`src/rtl/accumulator_unit_pkg.sv`:
```
// Purpose: shared state encoding and widths for accumulator_unit.
// Latency: n/a (types and constants only).
// Backpressure: n/a.
package accumulator_unit_pkg;

   localparam int DATA_W = 8;
   localparam int CNT_W  = 8;

   typedef enum logic [1:0] {
      IDLE  = 2'd0,
      ACCUM = 2'd1,
      DONE  = 2'd2
   } state_t;

endpackage

```
`src/rtl/accumulator_unit_adder.sv`:
```
// Purpose: 8-bit ripple-carry adder, out = in1 + in2 mod 256 (no carry-out port).
// Latency: purely combinational.
// Backpressure: none.
// Ports: in1, in2 - operands; out - wrapped sum.
module adder (
   input  logic [7:0] in1,
   input  logic [7:0] in2,
   output logic [7:0] out
);

   logic [7:0] carry;

   assign carry[0] = 1'b0;

   for (genvar i = 0; i < 8; i++) begin : g_bit
      assign out[i] = in1[i] ^ in2[i] ^ carry[i];
      // The carry out of bit 7 is deliberately not produced.
      if (i < 7) begin : g_carry
         assign carry[i+1] = (in1[i] & in2[i]) | (carry[i] & (in1[i] ^ in2[i]));
      end
   end

endmodule

```
`src/rtl/accumulator_unit.sv`:
```
// Purpose: sums N_SAMPLES unsigned 8-bit samples through one adder, reports wrapped total + sticky carry flag.
// Latency: out_valid rises the cycle after the last sample is accepted; start costs one cycle.
// Backpressure: in_ready only in ACCUM; result held in DONE until out_ready.
// Ports: clk/rst (sync, active-high); start; in_data/in_valid/in_ready sample stream;
//        sum_out/overflow/out_valid/out_ready result stream; busy high in ACCUM or DONE.
module accumulator_unit #(
   parameter int N_SAMPLES = 4,
   parameter int DATA_W    = 8
) (
   input  logic              clk,
   input  logic              rst,
   input  logic              start,
   input  logic [DATA_W-1:0] in_data,
   input  logic              in_valid,
   output logic              in_ready,
   output logic [DATA_W-1:0] sum_out,
   output logic              overflow,
   output logic              out_valid,
   input  logic              out_ready,
   output logic              busy
);

   import accumulator_unit_pkg::*;

   localparam logic [CNT_W-1:0] LAST_IDX = CNT_W'(N_SAMPLES - 1);

   state_t            state;
   state_t            state_nx;
   logic [DATA_W-1:0] acc;
   logic [DATA_W-1:0] new_sum;
   logic [CNT_W-1:0]  cnt;
   logic              accept;
   logic              last;
   logic              carry;

   adder u_adder (
      .in1 (acc),
      .in2 (in_data),
      .out (new_sum)
   );

   // The adder has no carry-out; a wrapped result is always smaller than acc.
   assign carry  = (new_sum < acc);
   assign accept = in_valid && in_ready;
   assign last   = (cnt == LAST_IDX);

   // Moore outputs decoded from state.
   assign in_ready  = (state == ACCUM);
   assign out_valid = (state == DONE);
   assign busy      = (state != IDLE);

   always_ff @(posedge clk) begin
      if (rst) begin
         state <= IDLE;
      end else begin
         state <= state_nx;
      end
   end

   always_comb begin
      state_nx = state;
      case (state)
         IDLE: begin
            if (start) begin
               state_nx = ACCUM;
            end
         end
         ACCUM: begin
            if (accept && last) begin
               state_nx = DONE;
            end
         end
         DONE: begin
            // start in the transfer cycle is dropped; it must be re-presented in IDLE.
            if (out_ready) begin
               state_nx = IDLE;
            end
         end
         default: state_nx = IDLE;
      endcase
   end

   always_ff @(posedge clk) begin
      if (rst) begin
         acc      <= '0;
         cnt      <= '0;
         sum_out  <= '0;
         overflow <= 1'b0;
      end else begin
         case (state)
            IDLE: begin
               if (start) begin
                  acc      <= '0;
                  cnt      <= '0;
                  overflow <= 1'b0;
               end
            end
            ACCUM: begin
               if (accept) begin
                  acc      <= new_sum;
                  cnt      <= cnt + 1'b1;
                  overflow <= overflow | carry;
                  if (last) begin
                     sum_out <= new_sum;
                  end
               end
            end
            default: ;
         endcase
      end
   end

endmodule

```
`config.mk`:
```
export PLATFORM = sky130hd
export DESIGN_NAME = accumulator_unit
export DESIGN_NICKNAME = d
export VERILOG_FILES = /design/src/rtl/accumulator_unit_pkg.sv /design/src/rtl/accumulator_unit_adder.sv /design/src/rtl/accumulator_unit.sv
export SDC_FILE = /design/constraint.sdc
export NUM_CORES = 1
export LEC_CHECK = 0
export BUFFER_PORTS_ARGS = -buffer_cell sky130_fd_sc_hd__buf_2
export CORE_UTILIZATION = 59
export CTS_CLUSTER_DIAMETER = 60
export DETAILED_ROUTE_END_ITERATION = 8
export HOLD_SLACK_MARGIN = 0.05
export PLACE_DENSITY_LB_ADDON = 0.15
export SYNTH_ARGS = -nofsm -noshare
export SYNTH_HDL_FRONTEND = slang
export SYNTH_SLANG_ARGS = --single-unit
```
`constraint.sdc`:
```
create_clock -name clk -period 13.6 [get_ports clk]
set_input_delay 3.4 -clock clk [delete_from_list [all_inputs] [get_ports clk]]
set_output_delay 3.4 -clock clk [all_outputs]
set_load 0.005 [all_outputs]
```
==> results of run 1 <==
==> critical path, cell delays in order <==
cell,delay (ns)
buf_2,0.10
ha_1,0.16
fa_1,0.16
inv_1,0.05
fa_1,0.37
fa_1,0.39
fa_1,0.36
inv_1,0.07
fa_1,0.18
inv_1,0.05
fa_1,0.38
xnor2_1,0.15
xnor2_1,0.24
ha_1,0.29
o21ai_0,0.07
nor2_1,0.05
or4_1,0.41
o22ai_2,0.09
==> layout make-up <==
| class | count | area [um^2] | area share, % |
|---|---|---|---|
| Sequential cell | 27 | 541 | 33.9 |
| Tap cell | 28 | 35.0 | 2.20 |
| Clock buffer | 3 | 22.5 | 1.41 |
| Timing Repair Buffer | 24 | 120 | 7.53 |
| Clock inverter | 1 | 5.00 | 0.314 |
| Multi-Input combinational cell | 106 | 793 | 49.7 |
| Inverter | 21 | 78.8 | 4.94 |
==> placed cells by master (no fill, tap or decap) <==
| cell | instances |
|---|---|
| or2_1 | 1 |
| nand2_1 | 5 |
| buf_2 | 24 |
| clkbuf_4 | 3 |
| mux2i_2 | 1 |
| or4_1 | 1 |
| inv_1 | 21 |
| a21o_1 | 1 |
| o211ai_1 | 1 |
| nor4_1 | 4 |
| and3b_1 | 1 |
| xnor2_1 | 8 |
| a21oi_1 | 6 |
| ha_1 | 10 |
| clkinv_2 | 1 |
| and3_1 | 1 |
| a211oi_1 | 5 |
| nor2b_1 | 3 |
| nand4_1 | 2 |
| fa_1 | 6 |
| a22oi_1 | 6 |
| o22ai_2 | 1 |
| nor3b_1 | 1 |
| nor4b_1 | 3 |
| nor3_1 | 2 |
| mux2i_1 | 5 |
| nor2_1 | 27 |
| o21ai_0 | 1 |
| nand3_1 | 4 |
| dfxtp_1 | 27 |
==> through the flow <==
stage	cells	util (%)	hold WS (ns)	worst slack [ns]	area, um^2
2_1_floorplan	161	-	0.452	6.85	1450
3_3_place_gp	206	69.5	0.464	6.63	1570
3_5_place_dp	206	69.5	0.470	6.56	1570
4_1_cts	210	70.8	0.489	6.90	1600
5_1_grt	210	70.8	0.517	6.70	1600
6_report	210	70.8	0.485	6.89	1600
==> report_power, final <==
group	switching, mW	total [mW]	internal [mW]
Sequential	0.00144	0.0823	0.0809
Combinational	0.0143	0.0250	0.0106
Clock	0.0238	0.0348	0.0110
Total	0.0396	0.142	0.103
==> kinds of logic (layout without fill, tap and decap cells) <==
group	count (synthesis)	in the layout	share of synthesized area, %
compound gates	21	21	10.0
xor+xnor	8	8	4.84
fa+ha+maj	16	16	16.9
buf+inv	28	49	7.94
flops	27	27	37.3
mux	6	6	4.40
simple gates	55	55	18.6
==> sequential cells by signal, summed over array words and instances, names as in the netlist <==
register,count
acc,8
cnt,8
sum_out,8
state,2
overflow,1
==> routing by layer <==
metal  track usage (%)  vias to the layer above
li1                  -                      578
met1              28.4                      560
met2              40.9                       25
met3              5.85                        4
met4              7.66                        0
met5                 0                        -
==> worst max path at each step <==
stage	from	end	slack, ns	cells after the start
after CTS	in_data[0]	overflow$_SDFFE_PP0P_	6.90	18
after global placement	in_data[0]	overflow$_SDFFE_PP0P_	6.63	18
after global routing	in_data[0]	overflow$_SDFFE_PP0P_	6.70	18
after floorplan	in_data[0]	overflow$_SDFFE_PP0P_	6.85	17
final	in_data[0]	overflow$_SDFFE_PP0P_	6.89	18
after detailed placement	in_data[0]	overflow$_SDFFE_PP0P_	6.56	18
==> metrics.cfg, run 1 <==
[synth]
synth_flop_cell = dfxtp_1
yosys_warnings = 0
netlist_top_cells_count = dfxtp_1, nor2_1, inv_1
synth.area.top_cells = dfxtp_1, ha_1, fa_1
syn_inst = 161
yosysSeqAreaShare_pct = 37.3
avgSynthCellArea_um2 = 9.00
synth_edf_count = 0
yosysTopAreaCell = dfxtp_1
syn_nets = 190
ys_ff_latch = 27
synth_area_um2 = 1450
async_flop_share_pct = 0
synth_cell_types = 30
synth_top_area_share_pct = 37.3

[finish]
n_fill_cell = 193
finalNetCount = 212
area_growth_pct = 10.1
n_antenna_cell = 0
drive_gt1_share_pct = 16.5

[timing]
setup_viol = 0
period_needed_ns = 6.71
setup_tns_ns = 0
finClkSkew_ns = 0.0122
max_freq_ghz = 0.149
rsz0062_at_grt = false
hold_viol = 0
slew_viol_final = 0
worst_pin_slew_ns = 0.602
relSlewSlack_pct = 59.9
period_share_pct = 49.3

[cts]
clk_latency_ns = 0.33
postCtsHoldBufs = 0
clk_pin_slew_ns = 0.15
cts_sinks = 27
root_buffer = clkbuf_4
clockBufferDepth = 2
cts_resized = 0
cts_tree = done
cts.htree.levels = 1
cts_setup_buffers = 0
cts_inserted_buffers = 3

[run_status]
status = finished, final reports clean

[routing]
drc = 0
wl_met2_um = 1450
wl_met1_um = 1280
wl_per_cell_um = 13.6
dr_total_vias = 1167
drt-initial-drc-count = 40
wl_met3_um = 93
wl_um = 2850
dr.pass1.iters = 4
antenna_left = 0
top_layer_used = met4
vias_per_cell = 5.56

[placement]
gp_congestion = 0.794
hpwl_um = 2110
portBuffers = 24

[critical_path]
crit_path_max_fanout = 3
end_kind = flip-flop
rr_endpoint = overflow$_SDFFE_PP0P_
path_class = input pin to flip-flop
required_ns = 13.87
rrSetupSlack_ns = 9.69
worstRegToRegCells = 17
crit_arrival_ns = 6.98
r2r_start = acc[0]$_SDFFE_PP0P_
start_kind = input pin

[worst_hold_path]
holdCritStartpoint = acc[0]$_SDFFE_PP0P_
holdPathEnd = acc[0]$_SDFFE_PP0P_
whs_path_depth = 2
hold_path_class = flip-flop to flip-flop

[pwr]
power_mw = 0.142
power_density_nw_per_um2 = 89.1
ir_drop_uv = 88.6
cellLeakagePower_nw = 0.664

[die]
die_area_um2 = 2660
start_util_pct = 64.3
row_count = 17
die-width_um = 51.6
ioPinCount = 25
fp.coreArea_um2 = 2250
die_h_um = 51.6

[global_route]
grt_pass1_wl_um = 4620
grt_pass1_vias = 1088
antenna_found_initial = 0
grt_max_degree = 22
grt_remaining_overflow = 0
track_usage_pct = 23.6

[run]
maxCapViolCount = 0

Note: power is estimated with default switching activity, not from simulation.
==> run 2: changes to the inputs <==
--- a/config.mk
+++ b/config.mk
@@ -6,7 +6,7 @@
 export NUM_CORES = 1
 export LEC_CHECK = 0
 export BUFFER_PORTS_ARGS = -buffer_cell sky130_fd_sc_hd__buf_2
-export CORE_UTILIZATION = 59
+export CORE_UTILIZATION = 55
 export CTS_CLUSTER_DIAMETER = 60
 export DETAILED_ROUTE_END_ITERATION = 8
 export HOLD_SLACK_MARGIN = 0.05
==> constraint.sdc (replaced) <==
create_clock -name clk -period 7 [get_ports clk]
set_input_delay 1.75 -clock clk [delete_from_list [all_inputs] [get_ports clk]]
set_output_delay 1.75 -clock clk [all_outputs]
set_load 0.005 [all_outputs]
==> metrics.cfg, run 2 (synthesized netlist as in run 1, its figures left out) <==
[run_status]
status = finished, final reports clean

[placement]
portBuffers = 24
hpwl_um = 2030
gp_congestion = 0.854

[cts]
clockBufferDepth = 2
postCtsHoldBufs = 0
cts_inserted_buffers = 3
cts_sinks = 27
clk_latency_ns = 0.33
cts_setup_buffers = 0
cts_resized = 0
cts.htree.levels = 1
clk_pin_slew_ns = 0.16
cts_tree = done
root_buffer = clkbuf_4

[global_route]
use_met3_pct = 2.59
track_usage_pct = 21.8
grt_max_degree = 22
grt_remaining_overflow = 0
busiest_layer = met2
grt_pass1_vias = 1045
grt.met2_usage_pct = 36.3
grt_pass1_wl_um = 4440
antenna_found_initial = 0
gr-usage-met1_pct = 28.1

[critical_path]
slowest_stage = or4_1
crit_arrival_ns = 5.35
end_kind = flip-flop
required_ns = 7.28
rrSetupSlack_ns = 3.03
path_class = input pin to flip-flop
worstRegToRegCells = 17
cp_num_buf_inv = 4
max_stage_delay_ns = 0.41
cp_num_cells = 18
rr_endpoint = overflow$_SDFFE_PP0P_
crit_chain = buf_2, ha_1, fa_1, inv_1, fa_1, fa_1, fa_1, inv_1, fa_1, inv_1, fa_1, xnor2_1, xnor2_1, ha_1, o21ai_0, nor2_1, or4_1, o22ai_2
crit_path_max_fanout = 3
cp-endpoint = overflow$_SDFFE_PP0P_
path_delay_family = adder cells
start_kind = input pin
r2r_start = acc[0]$_SDFFE_PP0P_
worstSetupStartpoint = in_data[0]
critical_path.most_common_cell = fa_1

[timing]
hold_viol = 0
max_freq_ghz = 0.197
setup_tns_ns = 0
period_needed_ns = 5.07
worst_pin_slew_ns = 0.612
finClkSkew_ns = 0.0162
relSlewSlack_pct = 59.2
rsz0062_at_grt = false
setup_viol = 0
slew_viol_final = 0
period_share_pct = 72.4

[die]
die_area_um2 = 2840
die_h_um = 53.3
row_count = 18
start_util_pct = 58.5
die-width_um = 53.3
fp.coreArea_um2 = 2480
ioPinCount = 25

[routing]
drc = 0
dr.pass1.iters = 4
vias_per_cell = 5.27
wl_per_cell_um = 12.6
drt-initial-drc-count = 16
antenna_left = 0
dr_total_vias = 1117
wl_um = 2670

[pwr]
cellLeakagePower_nw = 0.661
power_mw = 0.278
ir_drop_uv = 111
power_density_nw_per_um2 = 174

[finish]
area_growth_pct = 10.4
final_cell_mix = nor2_1, dfxtp_1, buf_2
finalNetCount = 212
reg.largest.list = acc (8), cnt (8), sum_out (8)
drive_gt1_share_pct = 16.5
n_antenna_cell = 0

[worst_hold_path]
hold_path_class = flip-flop to flip-flop

[run]
maxCapViolCount = 0

## run 2: cell types whose count changed in the layout (fill, tap and decap cells not counted), sizes merged
| cell | delta |
|---|---|
| clkinvlp | +1 |
| clkinv | -1 |
## run 2: worst min-delay path: stages, from the launching register on
cell and delay, ns:
dfxtp_1 0.36, nand2_1 0.06, a21oi_1 0.05
## run 2: cell type report
cell class,instances,area (um^2)
Clock inverter,1,7.51
Multi-Input combinational cell,106,793
Clock buffer,3,22.5
Sequential cell,27,541
Timing Repair Buffer,24,120
Inverter,21,78.8
Fill cell,216,877
Tap cell,30,37.5
## run 2: where the power goes
part,leakage (nW),switching (mW),total (mW),internal [mW]
Clock,0.0139,0.0479,0.0697,0.0219
Sequential,0.219,0.00268,0.160,0.157
Combinational,0.428,0.0280,0.0487,0.0206
Total,0.661,0.0786,0.278,0.200
## run 2: stage by stage
stage / cells / cell area (um^2) / hold WS (ns) / utilization [%] / worst slack (ns)
6_report: 212 / 1600 / 0.501 / 64.6 / 1.93
5_1_grt: 212 / 1600 / 0.532 / 64.6 / 1.70
4_1_cts: 212 / 1600 / 0.503 / 64.6 / 1.94
3_5_place_dp: 208 / 1570 / 0.483 / 63.4 / 1.57
3_3_place_gp: 208 / 1570 / 0.464 / 63.4 / 1.70
2_1_floorplan: 161 / 1450 / 0.452 / - / 1.90
## run 2: how the worst min path moves through the flow
stage	start	endpoint	cells after the start
floorplan	acc[0]$_SDFFE_PP0P_	acc[0]$_SDFFE_PP0P_	2
global placement	acc[0]$_SDFFE_PP0P_	acc[0]$_SDFFE_PP0P_	2
detailed placement	acc[0]$_SDFFE_PP0P_	acc[0]$_SDFFE_PP0P_	2
CTS	acc[0]$_SDFFE_PP0P_	acc[0]$_SDFFE_PP0P_	2
global route	acc[0]$_SDFFE_PP0P_	acc[0]$_SDFFE_PP0P_	2
finish	acc[0]$_SDFFE_PP0P_	acc[0]$_SDFFE_PP0P_	2
## run 2: routing by layer
metal,vias up,wire length (um)
li1,578,-
met1,518,1290
met2,17,1280
met3,4,70
met4,0,32
met5,-,0
==> run 3: changes to the inputs <==
--- a/config.mk
+++ b/config.mk
@@ -6,7 +6,7 @@
 export NUM_CORES = 1
 export LEC_CHECK = 0
 export BUFFER_PORTS_ARGS = -buffer_cell sky130_fd_sc_hd__buf_2
-export CORE_UTILIZATION = 55
+export CORE_UTILIZATION = 49
 export CTS_CLUSTER_DIAMETER = 60
 export DETAILED_ROUTE_END_ITERATION = 8
 export HOLD_SLACK_MARGIN = 0.05
==> constraint.sdc (replaced) <==
create_clock -name clk -period 4.48 [get_ports clk]
set_input_delay 1.12 -clock clk [delete_from_list [all_inputs] [get_ports clk]]
set_output_delay 1.12 -clock clk [all_outputs]
set_load 0.005 [all_outputs]
==> metrics.cfg, run 3 (synthesized netlist as in run 1, its figures left out) <==
[timing]
worst_pin_slew_ns = 0.618
max_freq_ghz = 0.233
relSlewSlack_pct = 58.8
period_share_pct = 95.8
finClkSkew_ns = 0.0179
post-route-worst-setup-slack_ns = 0.188
rsz0062_at_grt = false
period_needed_ns = 4.29
setup_viol = 0
slew_viol_final = 0
finalHoldWorstSlack_ns = 0.497
hold_viol = 0

[placement]
gp_congestion = 0.775
placed_area_um2 = 1590
dp_slack_ns = -0.278
hpwl_um = 2130
portBuffers = 24

[finish]
finalInstanceArea_um2 = 1650
final_cell_mix = nor2_1, dfxtp_1, buf_2
reg.largest.list = acc (8), cnt (8), sum_out (8)
area_growth_pct = 14.0
multi_input_area_um2 = 816
register_area_um2 = 541
final_util_pct = 59.4
n_antenna_cell = 0
drive_gt1_share_pct = 20.4
finalNetCount = 216
n_fill_cell = 257

[pwr]
power_density_nw_per_um2 = 269
ir_drop_uv = 175
cellLeakagePower_nw = 0.698

[critical_path]
crit_path_max_fanout = 2
path_class = input pin to flip-flop
crit_chain = buf_2, ha_1, fa_1, inv_1, fa_1, fa_1, fa_1, inv_1, fa_1, inv_1, fa_2, inv_1, ha_1, o21ai_0, nor2_1, or4_1, o22ai_2
path_delay_family = adder cells
critical_path.most_common_cell = fa_1
rrSetupSlack_ns = 0.64
start_kind = input pin
rr_endpoint = overflow$_SDFFE_PP0P_
required_ns = 4.77
cp_num_buf_inv = 5
worstRegToRegCells = 16
max_stage_delay_ns = 0.53
end_kind = flip-flop
slowest_stage = fa_2
crit_arrival_ns = 4.58
r2r_start = acc[0]$_SDFFE_PP0P_

[routing]
antenna_left = 0
dr_total_vias = 1159
dr.pass1.iters = 4
vias_per_cell = 5.34
drc = 0
drt-initial-drc-count = 29
wl_um = 2860
wl_per_cell_um = 13.2

[die]
fp.coreArea_um2 = 2780
start_util_pct = 52.1
row_count = 19
die-width_um = 56.4
die_h_um = 56.4
ioPinCount = 25
die_area_um2 = 3180

[worst_hold_path]
hold_path_class = flip-flop to flip-flop
whs_path_depth = 2
holdPathEnd = acc[0]$_SDFFE_PP0P_
holdCritStartpoint = acc[0]$_SDFFE_PP0P_

[cts]
cts_tree = done
cts.htree.levels = 1
root_buffer = clkbuf_4
clockBufferDepth = 2
clk_latency_ns = 0.34
cts_sinks = 27
cts_inserted_buffers = 3
clk_pin_slew_ns = 0.15
postCtsHoldBufs = 0

[global_route]
grt_pass1_wl_um = 4760
grt_max_degree = 22
track_usage_pct = 19.8
antenna_found_initial = 0
grt_remaining_overflow = 0
grt_pass1_vias = 1080

[run_status]
status = finished, final reports clean

[run]
maxCapViolCount = 0

-- run 3: layout make-up --
cell class	count	area share, %
Multi-Input combinational cell	106	49.4
Timing Repair Buffer	28	9.09
Clock buffer	3	1.36
Inverter	21	4.77
Sequential cell	27	32.7
Clock inverter	1	0.303
Tap cell	31	2.35
-- run 3: worst reg2reg max path, cell delays in order (launching register included) --
cell and delay, ns:
dfxtp_1 0.39, ha_1 0.17, fa_1 0.16, inv_1 0.05, fa_1 0.38, fa_1 0.40
fa_1 0.36, inv_1 0.08, fa_1 0.15, inv_1 0.05, fa_2 0.53, inv_1 0.06
ha_1 0.29, o21ai_0 0.15, nor2_1 0.05, or4_1 0.42, o22ai_2 0.10
-- run 3: metal layers --
layer  wire [um]  track usage (%)  vias to the layer above
met3         120             4.38                        5
met2        1320             31.8                       25
li1            -                -                      589
met1        1370             24.8                      540
met4          56             10.5                        0
met5           0                0                        -
-- run 3: power by group --
group	switching (mW)	leakage [nW]	internal [mW]
clock	0.0737	0.0177	0.0336
sequential	0.00430	0.219	0.245
combinational	0.0478	0.462	0.0399
total	0.126	0.698	0.319
-- run 3: worst max path at each step --
stage,startpoint,end,depth (start not counted)
finish,in_data[0],overflow$_SDFFE_PP0P_,17
global route,in_data[0],overflow$_SDFFE_PP0P_,18
CTS,in_data[0],overflow$_SDFFE_PP0P_,18
detailed placement,in_data[0],overflow$_SDFFE_PP0P_,18
global placement,in_data[0],overflow$_SDFFE_PP0P_,18
floorplan,in_data[0],overflow$_SDFFE_PP0P_,17
-- run 3: metrics by stage --
step	std cells	power (mW)	TNS (ns)
after detailed placement	212	0.336	-0.278
after floorplan	161	0.308	0
after CTS	216	0.444	0
after global routing	217	0.467	0
after global placement	212	0.333	-0.143
final	217	0.445	0
-- run 3: timing repair --
action / 4_1_cts / 5_1_grt
endpoints found under the setup margin: 0 / 1
resized for setup: 0 / 4
setup buffers: 0 / 1
